--- src/rtl/riscv_mem_pkg.sv ---
// rtl/riscv_mem_pkg.sv - shared memory-port constants for the I/D arbiter
package riscv_mem_pkg;
    localparam logic [0:0] ARB_IDLE = 1'b0;
    localparam logic [0:0] ARB_WAIT = 1'b1;
    localparam logic       OWN_I    = 1'b0;
    localparam logic       OWN_D    = 1'b1;
    localparam int         AW_DEF   = 32;
    localparam int         DW_DEF   = 32;
endpackage

--- src/rtl/imem_dmem_port_arbiter.sv ---
// rtl/imem_dmem_port_arbiter.sv - fetch/LSU arbiter for one single-ported memory
// D-over-I priority with a starvation counter; one outstanding transaction at a time.
module imem_dmem_port_arbiter
    import riscv_mem_pkg::*;
#(
    parameter int AW           = AW_DEF,
    parameter int DW           = DW_DEF,
    parameter int STARVE_LIMIT = 4
) (
    input  logic            clk,
    input  logic            reset,
    input  logic            i_req,
    input  logic [AW-1:0]   i_addr,
    output logic            i_gnt,
    output logic            i_rvalid,
    output logic [DW-1:0]   i_rdata,
    input  logic            d_req,
    input  logic            d_we,
    input  logic [DW/8-1:0] d_be,
    input  logic [AW-1:0]   d_addr,
    input  logic [DW-1:0]   d_wdata,
    output logic            d_gnt,
    output logic            d_rvalid,
    output logic [DW-1:0]   d_rdata,
    output logic            m_req,
    output logic            m_we,
    output logic [DW/8-1:0] m_be,
    output logic [AW-1:0]   m_addr,
    output logic [DW-1:0]   m_wdata,
    input  logic            m_gnt,
    input  logic            m_rvalid,
    input  logic [DW-1:0]   m_rdata,
    output logic            busy,
    output logic            err_spurious
);
    localparam int            CW  = (STARVE_LIMIT < 1) ? 1 : $clog2(STARVE_LIMIT + 1);
    localparam logic [CW-1:0] LIM = CW'(STARVE_LIMIT);

    logic [0:0]    r_state;
    logic          r_owner;
    logic          r_store;
    logic          r_err;
    logic [CW-1:0] r_starve;

    logic w_idle;
    logic w_force_i;
    logic w_i_win;
    logic w_d_win;
    logic w_rsp;

    assign w_idle    = (r_state == ARB_IDLE);
    assign w_force_i = (STARVE_LIMIT != 0) && (r_starve == LIM);
    assign w_i_win   = w_idle && i_req && (!d_req || w_force_i);
    assign w_d_win   = w_idle && d_req && !w_i_win;
    assign w_rsp     = !w_idle && m_rvalid;

    assign m_req   = w_idle && (i_req || d_req);
    assign m_we    = w_d_win && d_we;
    assign m_be    = w_d_win ? d_be : '0;
    assign m_addr  = w_d_win ? d_addr : (w_i_win ? i_addr : '0);
    assign m_wdata = w_d_win ? d_wdata : '0;

    assign i_gnt = w_i_win && m_gnt;
    assign d_gnt = w_d_win && m_gnt;

    assign i_rvalid = w_rsp && (r_owner == OWN_I);
    assign d_rvalid = w_rsp && (r_owner == OWN_D);
    assign i_rdata  = i_rvalid ? m_rdata : '0;
    // A store acknowledge carries no data, so whatever is on m_rdata is dropped.
    assign d_rdata  = (d_rvalid && !r_store) ? m_rdata : '0;

    assign busy         = !w_idle;
    assign err_spurious = r_err;

    always_ff @(posedge clk or posedge reset) begin
        if (reset) begin
            r_state  <= ARB_IDLE;
            r_owner  <= OWN_I;
            r_store  <= 1'b0;
            r_err    <= 1'b0;
            r_starve <= '0;
        end else begin
            if (w_idle) begin
                if (m_rvalid) begin
                    r_err <= 1'b1;
                end
                if (i_gnt) begin
                    r_state  <= ARB_WAIT;
                    r_owner  <= OWN_I;
                    r_store  <= 1'b0;
                    r_starve <= '0;
                end else if (d_gnt) begin
                    r_state <= ARB_WAIT;
                    r_owner <= OWN_D;
                    r_store <= d_we;
                    if (i_req && (r_starve != LIM)) begin
                        r_starve <= r_starve + CW'(1);
                    end
                end
            end else if (m_rvalid) begin
                r_state <= ARB_IDLE;
            end
        end
    end
endmodule

--- config.mk ---
export PLATFORM = sky130hd
export DESIGN_NAME = imem_dmem_port_arbiter
export DESIGN_NICKNAME = d
export VERILOG_FILES = /design/src/rtl/riscv_mem_pkg.sv /design/src/rtl/imem_dmem_port_arbiter.sv
export SDC_FILE = /design/constraint.sdc
export NUM_CORES = 1
export LEC_CHECK = 0
export CORE_ASPECT_RATIO = 0.8
export CORE_MARGIN = 8
export CORE_UTILIZATION = 18
export CTS_CLUSTER_DIAMETER = 100
export DETAILED_ROUTE_END_ITERATION = 7
export PLACE_DENSITY = 0.78
export SYNTH_ARGS = -nofsm -noshare
export SYNTH_HDL_FRONTEND = slang
export SYNTH_SLANG_ARGS = --single-unit
--- constraint.sdc ---
create_clock -name clk -period 1.9 [get_ports clk]
set_input_delay 0.57 -clock clk [delete_from_list [all_inputs] [get_ports clk]]
set_output_delay 0.57 -clock clk [all_outputs]
set_load 0.02 [all_outputs]
* Word level (Yosys, flattened, before mapping)
Index checks and enable logic that the tools add are counted. Widths: inputs -> output; s select.
Word-level totals: output and inout port bits 140, register bits after elaboration 7, logic and storage cells 50
Operators by class: reductions and logical operators 23, multiplexer cells 17, eq/ne operators 2, bitwise gates (word level) 2, add/subtract/negate cells 1
Operators with widths (count):
- $mux 32 | 5
- $logic_and 1x1->1 | 13
- $mux 3 | 3
- $mux 1 | 8
- $mux 4 | 1
- $reduce_and 2->1 | 2
- $reduce_bool 2->1 | 2
- $add 3x1->3 const B | 1
- $eq 3x3->1 const B | 1
- $logic_not 1->1 | 3
- $ne 3x3->1 const B | 1
- $reduce_and 3->1 | 1
- $logic_or 1x1->1 | 2
- $not 1->1 | 2

* Longest topological paths before layout
depth after elaboration 9, mapped depth 7, mapped depth without buffers 5

* Worst setup path before layout
No wires, ideal clock.
path type register to output, start point register r_starve[0], end point output port m_addr[12], path buffers 1, arrival time 1487 ps, stages on the path, launching flop included 7, path slack -157 ps, path through dfrtp_1 inv_1 ha_1 a21boi_4 nor3b_2 buf_6 a22o_1
On the way: word-level cells in the longest chain between the ends 6
Ends and longest elaborated chain:
- start, declared | line imem_dmem_port_arbiter.sv:43 | logic [CW-1:0] r_starve;
- start signal, assigned | line imem_dmem_port_arbiter.sv:97 | r_starve <= r_starve + CW'(1);
- $eq 3x3->1 (*) | line imem_dmem_port_arbiter.sv:52 | assign w_force_i = (STARVE_LIMIT != 0) && (r_starve == LIM);
- $logic_or 1x1->1 (*) | line imem_dmem_port_arbiter.sv:53 | assign w_i_win = w_idle && i_req && (!d_req || w_force_i);
- $logic_and 1x1->1 (*) | line imem_dmem_port_arbiter.sv:53
- $logic_not 1->1 | line imem_dmem_port_arbiter.sv:54 | assign w_d_win = w_idle && d_req && !w_i_win;
- $logic_and 1x1->1 | line imem_dmem_port_arbiter.sv:54
- $mux 32 (*) | line imem_dmem_port_arbiter.sv:60 | assign m_addr = w_d_win ? d_addr : (w_i_win ? i_addr : '0);
- end, declared | line imem_dmem_port_arbiter.sv:28 | output logic [AW-1:0] m_addr,
Mark *: on every way between the ends. The rest lies on a longest branch, timed or not.

* Final worst setup path
start point register r_starve[0], end point output port m_addr[27]
The elaborated chain is that of the path after synthesis.

==> impl_metrics.csv <==
group,metric,value,unit
die,die_w,116,um
yosys,seq_area_frac_synth,12.1,%
global_route,grt_max_degree,9,
yosys,syn_nets,332,
clock_network,clk_pin_slew_worst_paths,0.04,ns
final_layout,syn2layout_area_growth,314,%
placement,numPortBuffers,278,
final_layout,layout_commonest_cell,"buf_6",
worst_setup_path,startpoint_type,"flop",
drt,drt_first_iter_violations,46,
outcome,violations,"setup timing",
yosys,synthCells,191,
yosys,ys_seq_elements,7,
sta,whs,0.461,ns
pwr,power.leakage,2.83,nW
worst_setup_path,regToRegStartpoint,"busy",
sta,tightest_slew,0.288,ns
drt,avgViaCountPerCell,4.45,
pwr,power.density,440,mW/mm^2
worst_setup_path,worst-path-max-fanout,8,
clock_network,clk_latency,0.23,ns
min_path,min_path_type,"reg2reg",
final_layout,fillers,484,
yosys,synth.distinct_cells,27,
worst_setup_path,required,1.33,ns
clock_network,cts_buffer_depth,2,
drt,vias,2816,
sta,setup_slack,-0.457,ns
min_path,hp-start,"err_spurious",
die,die_area,0.0112,sq mm
global_route,grt_use_total,23.0,%
drt,drtPass1Iterations,4,
worst_setup_path,crit_start,"r_starve[0]",
die,ios,279,
placement,dp_slack,-1.19,ns
sta,fin_crit,2.36,ns
clock_network,cts_max_level,1,
sta,slew_headroom,80.8,%
sta,rsz0062_at_grt,"yes",
global_route,grt_first_pass_wirelength,19.6,mm
global_route,grt_pass1_vias,3171,
outcome,outcome,"finished with violations",
sta,setup_viol,135,
final_layout,drive_gt1_share,69.0,%
sta,drv_slew,0,
drt,drc,0,
drt,wl_per_cell,21.8,um
yosys,synthesis.area,0.00145,sq mm
placement,place.gp.congestion,0.844,
run,maxCapViolCount,0,
die,row_count,29,
sta,fmax,424,MHz
sta,hold_viol_final,0,
final_layout,mostFrequentLayoutCells,"buf_6, clkdlybuf4s50_1, and2_4",
global_route,grt_antenna_before_repair,0,
final_layout,fin_area,0.00601,sq mm
clock_network,ctsHoldBuffers,0,
die,core_area,0.00787,sq mm
yosys,yosysWarnings,0,
clock_network,root_buffer,"clkbuf_8",
worst_setup_path,cp.arrival,1.79,ns
die,initial_core_util,18.4,%
sta,post-route-period-util,124,%
final_layout,antennaDiodeCount,0,
clock_network,cts_made_buffers,3,
die,dieHeight,96.4,um
clock_network,clkSinkCount,7,
pwr,vdd_ir_drop_max,0.536,mV
clock_network,cts_tree,"built",
worst_setup_path,crit_type,"reg2out",
yosys,synth_area_per_cell,7.61,sq um
drt,drt-total-wl,13.8,mm
global_route,gr-total-overflow,0,
sta,finalClockSkew,0.00182,ns
drt,ant_nets,0,
final_layout,fin_nets,667,
placement,hpwlAfterDp,9.69,mm
worst_setup_path,worst_setup_path_end_kind,"primary output",
placement,place_area,0.00501,sq mm
[worst paths after layout]
kind,depth (start not counted),endpoint,slack (ns)
setup / recovery,9,m_addr[27],-0.46
hold / removal,1,err_spurious,0.46
setup reg to reg,9,r_starve[0],0.06
hold reg to reg,1,err_spurious,0.46
max in group asynchronous,2,busy,1.07
min in group asynchronous,2,r_starve[2],0.58
[synth_stat cells (all sizes together)]
| library cell | number | share of area, % |
|---|---|---|
| a21boi | 1 | 1.3 |
| a22o | 32 | 20 |
| nor3b | 2 | 1.4 |
| o21ba | 1 | 0.69 |
| and2 | 102 | 44 |
| nand2b | 1 | 0.43 |
| a31oi | 1 | 0.43 |
| nor2 | 3 | 0.78 |
| a21o | 1 | 0.52 |
| o21ai | 4 | 1.4 |
| inv | 5 | 1.3 |
| and3 | 2 | 0.86 |
| o31ai | 1 | 0.52 |
| nand2 | 5 | 1.3 |
| clkbuf | 8 | 2.3 |
| and2b | 1 | 0.52 |
| dfrtp | 7 | 12 |
| a32o | 1 | 0.69 |
| nand3 | 1 | 0.34 |
| ha | 2 | 1.7 |
| buf | 9 | 6.5 |
| nand3b | 1 | 0.52 |
[stage by stage]
step                total power (W)  cells  TNS [ns]  utilization [%]
detailed placement          0.00194    593   -145.53             63.6
CTS                         0.00266    635    -40.78             77.7
finish                      0.00265    633    -37.92             76.4
global placement            0.00191    593   -141.61             63.6
floorplan                   0.00101    191     -1.81                -
global route                0.00277    633    -43.84             76.4
[worst max-delay path: stages, from the launching register on]
cell and delay, ns:
dfrtp_1 0.35, inv_2 0.05, ha_4 0.17, buf_6 0.11
a21boi_4 0.15, nor3b_4 0.07, buf_6 0.14, buf_12 0.15
a22o_4 0.23, buf_6 0.13
[layer usage]
metal	up-vias	global-route usage, %	wire [um]
met5	-	0	0
met4	0	4.84	261
met3	20	4.26	903
met2	122	43.9	7490
met1	1348	26.1	5130
li1	1326	-	-
[sequential cells by signal, summed over array words and instances, names as in the netlist]
register and flops:
busy 1, r_starve 3, r_owner 1, err_spurious 1, r_store 1
[cells by family after synthesis]
group	after synthesis	synth area share (%)
DFF	7	12.1
AOI/OAI and AO/OA	42	26.0
and+or+nand+nor	118	50.0
adders and majority gates	2	1.72
buffers and inverters	22	10.2
[cell type report]
type	instances	area, sq um	area share, %
inverters	5	18.8	0.312
flip-flops and latches	7	176	2.93
repair buffers	347	3930	65.4
clock buffers	4	45.0	0.749
well taps	108	135	2.25
multi-input cells	162	1710	28.4
[report_power, final]
part	total (W)	internal [W]	switching (W)
registers	0.000202	0.000178	0.0000239
clock network	0.000218	0.000146	0.0000720
logic	0.00223	0.00136	0.000872
[timing repair]
item,in CTS,in global routing
buffers inserted,22,3
endpoints found under the setup margin,139,139
gates cloned,17,0
pin swaps,93,14
gates resized for setup,930,6
hold endpoints to repair,0,0
(Power assumes the default switching activity.)
